### config.mk
export PLATFORM = sky130hd
export DESIGN_NAME = sprite_blitter
export DESIGN_NICKNAME = d
export VERILOG_FILES = /design/src/rtl/blitter_pkg.sv /design/src/rtl/blit_pipe.sv /design/src/rtl/sprite_blitter.sv
export SDC_FILE = /design/constraint.sdc
export NUM_CORES = 1
export LEC_CHECK = 0
export CAP_MARGIN = 20
export CORE_MARGIN = 5
export CORE_UTILIZATION = 44
export DETAILED_ROUTE_END_ITERATION = 16
export PLACE_DENSITY = 0.78
export SYNTH_ARGS = -nofsm -noshare
export SYNTH_HDL_FRONTEND = slang
export SYNTH_HIERARCHICAL = 1
export SYNTH_SLANG_ARGS = --single-unit
### constraint.sdc
create_clock -name CLOCK_50 -period 3.1 [get_ports CLOCK_50]
set_input_delay 0.93 -clock CLOCK_50 [delete_from_list [all_inputs] [get_ports CLOCK_50]]
set_output_delay 0.93 -clock CLOCK_50 [all_outputs]
set_load 0.1 [all_outputs]
### src/rtl/blitter_pkg.sv
// Shared types and defaults for the sprite blitter: FSM encoding, screen size,
// colour key and counter-width helper.
package blitter_pkg;

  typedef enum logic [1:0] {S_IDLE, S_SCAN, S_DRAIN, S_DONE} state_t;

  localparam int          SCREEN_W_DEF   = 160;
  localparam int          SCREEN_H_DEF   = 120;
  localparam logic [11:0] KEY_COLOUR_DEF = 12'h0AE;

  // Counter width for 0..n-1; never narrower than one bit.
  function automatic int cnt_w(input int n);
    return (n <= 1) ? 1 : $clog2(n);
  endfunction

endpackage

### src/rtl/blit_pipe.sv
// Delay line that carries {valid, in_bounds, x, y} alongside a ROM read so the
// pixel coordinates come out on the same cycle as the ROM data.
module blit_pipe #(
  parameter int LAT = 1,
  parameter int X_W = 8,
  parameter int Y_W = 8
) (
  input  logic           i_clk,
  input  logic           i_reset,
  input  logic           i_vld,
  input  logic           i_inb,
  input  logic [X_W-1:0] i_x,
  input  logic [Y_W-1:0] i_y,
  output logic           o_vld,
  output logic           o_inb,
  output logic [X_W-1:0] o_x,
  output logic [Y_W-1:0] o_y
);

  logic [LAT:1]          r_vld_pipe;
  logic [LAT:1]          r_inb_pipe;
  logic [LAT:1][X_W-1:0] r_x_pipe;
  logic [LAT:1][Y_W-1:0] r_y_pipe;

  always_ff @(posedge i_clk) begin
    if (i_reset) begin
      r_vld_pipe <= '0;
      r_inb_pipe <= '0;
      r_x_pipe   <= '0;
      r_y_pipe   <= '0;
    end else begin
      r_vld_pipe[1] <= i_vld;
      r_inb_pipe[1] <= i_inb;
      r_x_pipe[1]   <= i_x;
      r_y_pipe[1]   <= i_y;
      for (int i = 2; i <= LAT; i++) begin
        r_vld_pipe[i] <= r_vld_pipe[i-1];
        r_inb_pipe[i] <= r_inb_pipe[i-1];
        r_x_pipe[i]   <= r_x_pipe[i-1];
        r_y_pipe[i]   <= r_y_pipe[i-1];
      end
    end
  end

  assign o_vld = r_vld_pipe[LAT];
  assign o_inb = r_inb_pipe[LAT];
  assign o_x   = r_x_pipe[LAT];
  assign o_y   = r_y_pipe[LAT];

endmodule

### src/rtl/sprite_blitter.sv
// Walks a SPR_W x SPR_H sprite in ROM and streams x/y/colour/plot to the VGA adapter.
// Define BLITTER_TRANSPARENCY_EN to suppress plotting of KEY_COLOUR pixels.
module sprite_blitter
  import blitter_pkg::*;
#(
  parameter int SPR_W    = 16,
  parameter int SPR_H    = 16,
  parameter int X_W      = 8,
  parameter int Y_W      = 8,
  parameter int SCREEN_W = SCREEN_W_DEF,
  parameter int SCREEN_H = SCREEN_H_DEF,
  parameter int COLOUR_W = 12,
  parameter int ADDR_W   = 15,
  parameter int ROM_LAT  = 1
`ifdef BLITTER_TRANSPARENCY_EN
  , parameter logic [COLOUR_W-1:0] KEY_COLOUR = COLOUR_W'(KEY_COLOUR_DEF)
`endif
) (
  input  logic                CLOCK_50,
  input  logic                reset,
  input  logic                start,
  input  logic [X_W-1:0]      pos_x,
  input  logic [Y_W-1:0]      pos_y,
  input  logic [ADDR_W-1:0]   base_addr,
  input  logic                flip_h,
  output logic [ADDR_W-1:0]   rom_addr,
  input  logic [COLOUR_W-1:0] rom_q,
  output logic [X_W-1:0]      x,
  output logic [Y_W-1:0]      y,
  output logic [COLOUR_W-1:0] colour,
  output logic                plot,
  output logic                busy,
  output logic                done
);

  localparam int CW = cnt_w(SPR_W);
  localparam int RW = cnt_w(SPR_H);
  localparam int DW = cnt_w(ROM_LAT);
  localparam logic [ADDR_W-1:0] LAST_COL = ADDR_W'(SPR_W - 1);

  state_t            r_state, w_state_nxt;
  logic [X_W-1:0]    r_pos_x;
  logic [Y_W-1:0]    r_pos_y;
  logic [ADDR_W-1:0] r_base;
  logic              r_flip;
  logic [CW-1:0]     r_col;
  logic [RW-1:0]     r_row;
  logic [DW-1:0]     r_drain;

  logic              w_last_col, w_last_row;
  logic [ADDR_W-1:0] w_col_off;
  logic [X_W:0]      w_x_full;
  logic [Y_W:0]      w_y_full;
  logic              w_inb;
  logic              w_vld, w_vld_inb, w_key_hit;

  assign w_last_col = (r_col == CW'(SPR_W - 1));
  assign w_last_row = (r_row == RW'(SPR_H - 1));

  always_comb begin
    w_state_nxt = r_state;
    case (r_state)
      S_IDLE:  if (start)                      w_state_nxt = S_SCAN;
      S_SCAN:  if (w_last_col && w_last_row)   w_state_nxt = S_DRAIN;
      S_DRAIN: if (r_drain == DW'(ROM_LAT-1))  w_state_nxt = S_DONE;
      default:                                 w_state_nxt = S_IDLE;
    endcase
  end

  always_ff @(posedge CLOCK_50) begin
    if (reset) r_state <= S_IDLE;
    else       r_state <= w_state_nxt;
  end

  always_ff @(posedge CLOCK_50) begin
    if (reset) begin
      r_pos_x <= '0;
      r_pos_y <= '0;
      r_base  <= '0;
      r_flip  <= 1'b0;
      r_col   <= '0;
      r_row   <= '0;
      r_drain <= '0;
    end else if (r_state == S_IDLE && start) begin
      r_pos_x <= pos_x;
      r_pos_y <= pos_y;
      r_base  <= base_addr;
      r_flip  <= flip_h;
      r_col   <= '0;
      r_row   <= '0;
      r_drain <= '0;
    end else if (r_state == S_SCAN) begin
      if (w_last_col) begin
        r_col <= '0;
        r_row <= r_row + RW'(1);
      end else begin
        r_col <= r_col + CW'(1);
      end
    end else if (r_state == S_DRAIN) begin
      r_drain <= r_drain + DW'(1);
    end
  end

  // Flip mirrors only the ROM column; screen x always runs left to right.
  assign w_col_off = r_flip ? (LAST_COL - ADDR_W'(r_col)) : ADDR_W'(r_col);
  assign rom_addr  = (r_state == S_SCAN)
                   ? (r_base + ADDR_W'(r_row) * ADDR_W'(SPR_W) + w_col_off) : '0;

  // One extra bit catches wrap past the coordinate range before the screen test.
  assign w_x_full = {1'b0, r_pos_x} + (X_W+1)'(r_col);
  assign w_y_full = {1'b0, r_pos_y} + (Y_W+1)'(r_row);
  assign w_inb    = !w_x_full[X_W] && (w_x_full < (X_W+1)'(SCREEN_W)) &&
                    !w_y_full[Y_W] && (w_y_full < (Y_W+1)'(SCREEN_H));

  blit_pipe #(.LAT(ROM_LAT), .X_W(X_W), .Y_W(Y_W)) u_pipe (
    .i_clk   (CLOCK_50),
    .i_reset (reset),
    .i_vld   (r_state == S_SCAN),
    .i_inb   (w_inb),
    .i_x     (w_x_full[X_W-1:0]),
    .i_y     (w_y_full[Y_W-1:0]),
    .o_vld   (w_vld),
    .o_inb   (w_vld_inb),
    .o_x     (x),
    .o_y     (y)
  );

`ifdef BLITTER_TRANSPARENCY_EN
  assign w_key_hit = (rom_q == KEY_COLOUR);
`else
  assign w_key_hit = 1'b0;
`endif

  assign plot   = w_vld && w_vld_inb && !w_key_hit;
  assign colour = w_vld ? rom_q : '0;
  assign busy   = (r_state == S_SCAN) || (r_state == S_DRAIN);
  assign done   = (r_state == S_DONE);

endmodule

==> impl_metrics.json <==
{
  "outcome": "finished, violations left",
  "failed_checks": "negative setup slack",
  "cp-start-kind": "register",
  "hold_viol_final": 0,
  "syn_area_per_cell_um2": 8.14,
  "power_frac_seq_pct": 28.8,
  "initial_core_util_pct": 44.7,
  "ios": 93,
  "die_width_um": 98.2,
  "synth_cell_type_count": 47,
  "tightest_slew_ns": 0.660,
  "grt_pass1_vias": 3343,
  "syn-num-nets": 494,
  "rsz0062_at_grt": "yes",
  "rows": 32,
  "layout_setup_ws_ns": -0.434,
  "whs_ns": 0.463,
  "synth_cells": 420,
  "tritoncts": "built",
  "p_leak_nw": 2.17,
  "critPathLaunch": "r_flip$_SDFFE_PP0P_",
  "viasPerCell": 5.13,
  "antenna_cells": 0,
  "drtIter0Drc": 154,
  "ff2ff_setup_slack_ns": 0.72,
  "clk_latency_ns": 0.34,
  "synthArstFlopShare_pct": 0,
  "antenna_found_initial": 0,
  "switching_share_pct": 46.3,
  "crit_arrival_ns": 2.60,
  "rr_endpoint": "u_pipe/o_inb$_SDFF_PP0_",
  "dieArea_mm2": 0.00964,
  "grt_max_degree": 20,
  "ys_ff_latch": 61,
  "drt_wl_total_um": 9590,
  "post_drt_wl_per_cell_um": 15.0,
  "ctsHoldBuffers": 0,
  "drive_gt1_share_pct": 23.3,
  "ys_warn_count": 6,
  "r2r_start": "r_col[0]$_SDFFE_PP0P_",
  "drc": 0,
  "p_clk_share_pct": 19.1,
  "p_int_mw": 1.93,
  "ys.flop_type": "dfxtp_1",
  "grt_pass1_wl_um": 15600,
  "hold_path_class": "reg -> reg",
  "slew_viol_final": 0,
  "peakVddDrop_uv": 935,
  "drv_cap": 0,
  "vias": 3276,
  "dpl.hpwl_um": 7130,
  "clock_sinks": 61,
  "skew_ns": 0.00787,
  "fmaxAchievable_mhz": 283,
  "globalRouteTotalUtil_pct": 19.6,
  "worstRegToRegCells": 10,
  "place_inst": 617,
  "path_clk_slew_ns": 0.07,
  "cts_buffers": 9,
  "syn-cell-area_mm2": 0.00342,
  "post-route-period-util_pct": 114,
  "ant_nets": 0,
  "crit_required_ns": 2.17,
  "die_h_um": 98.2,
  "end_kind": "primary output",
  "core_region_area_mm2": 0.00765,
  "gr-total-overflow": 0,
  "gpl.final_weighted_congestion": 0.849,
  "io_buffers": 92,
  "finalCriticalPeriod_ns": 3.53,
  "layoutNonFillerInstCount": 638,
  "crit_type": "reg -> out",
  "critPathMaxFanout": 7,
  "finalSetupViolCount": 11,
  "combPwrFrac_pct": 52.1,
  "syn_to_final_growth_pct": 53.7,
  "clockBufferDepth": 2,
  "p_switching_mw": 1.66,
  "seq_area_frac_synth_pct": 35.7,
  "slew_headroom_pct": 55.6,
  "cp-endpoint": "rom_addr[14]",
  "htreeDepth": 3,
  "final_util_pct": 68.8,
  "powerDensity_mw_per_mm2": 683,
  "synth_edf_count": 0,
  "first_pass_iters": 4,
  "root_buffer": "clkbuf_8",
  "fin_nets": 605
}
final cells by class:
type,count,area [um^2]
Inverter,19,71.3
Tap cell,102,128
Clock buffer,9,124
Sequential cell,61,1220
Multi-Input combinational cell,319,2280
Timing Repair Buffer,121,1370
Fill cell,592,2390
Clock inverter,7,66.3
stage by stage:
step                      instance area, um^2  power (mW)  setup WS [ns]  TNS, ns
after global placement                   4930        2.83         -0.136   -0.974
after detailed placement                 4940        2.88         -0.261    -1.78
after CTS                                5220        3.59         -0.447    -4.28
after floorplan                          3590        2.31         -0.328    -2.50
after global routing                     5260        3.78         -0.534    -5.23
final                                    5260        3.59         -0.434    -4.29
cells by family after synthesis:
| logic type | synth area share, % |
|---|---|
| buffers and inverters | 4.50 |
| adder cells (fa/ha/maj) | 10.5 |
| AO/OA/AOI/OAI | 13.4 |
| multiplexers | 3.51 |
| XOR/XNOR | 5.63 |
| flip-flops | 35.7 |
| AND/OR/NAND/NOR | 26.7 |
placed cells by master (no fill, tap or decap), drive strengths merged, types with 3 or more instances in the layout:
cell and instances:
xnor2 11, clkbuf 9, xor2 11, clkinv 5, nand3 9, and4 5, dfxtp 61, o211ai 3
nand4 4, and2b 7, nand2b 12, nor2 16, and2 17, inv 19, a21oi 46, clkdlybuf4s50 45
nor2b 20, nand2 81, mux2i 12, o21ai 5, buf 76, o21a 5, fa 3, ha 24
worst max-delay path, cell delays in order (launching register included):
cell,delay [ns]
dfxtp_4,0.38
xor2_1,0.16
ha_2,0.22
inv_2,0.05
fa_2,0.36
nor2b_4,0.13
o21a_1,0.18
o21ai_4,0.14
a21oi_4,0.18
mux2i_4,0.27
buf_12,0.20
Yosys cell counts (2+ instances only):
cell type / number / area (um^2)
o21ai_0: 4 / 20.0
nor3_1: 2 / 10.0
o2111ai_1: 2 / 17.5
xor2_1: 11 / 96.3
dfxtp_1: 61 / 1220
and2b_1: 7 / 52.6
nand2_1: 81 / 304
clkbuf_1: 19 / 71.3
o21a_1: 5 / 37.5
mux2i_1: 12 / 120
xnor2_1: 11 / 96.3
nor2_1: 16 / 60.1
and2_1: 17 / 106
nand3_1: 9 / 45.0
ha_1: 24 / 300
inv_1: 19 / 71.3
nor2b_1: 20 / 125
and4_1: 5 / 43.8
o211ai_1: 3 / 22.5
nand2b_1: 12 / 75.1
a31oi_1: 2 / 12.5
fa_1: 3 / 60.1
a21oi_1: 45 / 225
nand4_1: 4 / 25.0
nor3b_1: 2 / 15.0
a22oi_1: 2 / 15.0
o31a_1: 2 / 17.5
flip-flops by register name, summed over array words and instances (netlist names), 2 cells and up:
signal and cells:
r_col 4, r_state 2, r_row 4, u_pipe/o_x 8, r_base 15, u_pipe/o_y 8
r_pos_y 8, r_pos_x 8
power by group through the flow:
stage / sequential [mW] / clock (mW) / combinational [mW]
finish: 1.03 / 0.686 / 1.87
global route: 1.05 / 0.726 / 2.00
CTS: 1.03 / 0.696 / 1.86
detailed placement: 1.05 / 0 / 1.83
global placement: 1.04 / 0 / 1.79
floorplan: 1.18 / 0 / 1.13
repair_timing:
action,CTS,global route
buffers inserted,4,2
setup endpoints to repair,12,14
pin swaps,11,4
gates resized for setup,15,5
metal layers:
metal / share of wire [%] / track usage, % / wire (um) / vias to the layer above
met1: 42 / 22.9 / 4020 / 1534
met3: 5.1 / 3.86 / 493 / 15
met4: 1.7 / 6.41 / 164 / 0
li1: - / - / - / 1624
met2: 51 / 35.9 / 4910 / 103
met5: 0 / 0 / 0 / -
how the worst min path moves through the flow:
stage,depth (start not counted),from,to
6_report,2,r_pos_y[3]$_SDFFE_PP0P_,r_pos_y[3]$_SDFFE_PP0P_
5_1_grt,2,r_pos_y[0]$_SDFFE_PP0P_,r_pos_y[0]$_SDFFE_PP0P_
4_1_cts,2,r_pos_y[3]$_SDFFE_PP0P_,r_pos_y[3]$_SDFFE_PP0P_
3_5_place_dp,2,r_pos_y[3]$_SDFFE_PP0P_,r_pos_y[3]$_SDFFE_PP0P_
3_3_place_gp,2,r_base[7]$_SDFFE_PP0P_,r_base[7]$_SDFFE_PP0P_
2_1_floorplan,2,r_base[2]$_SDFFE_PP0P_,r_base[2]$_SDFFE_PP0P_
No activity file was read; power rests on OpenSTA's default activity.
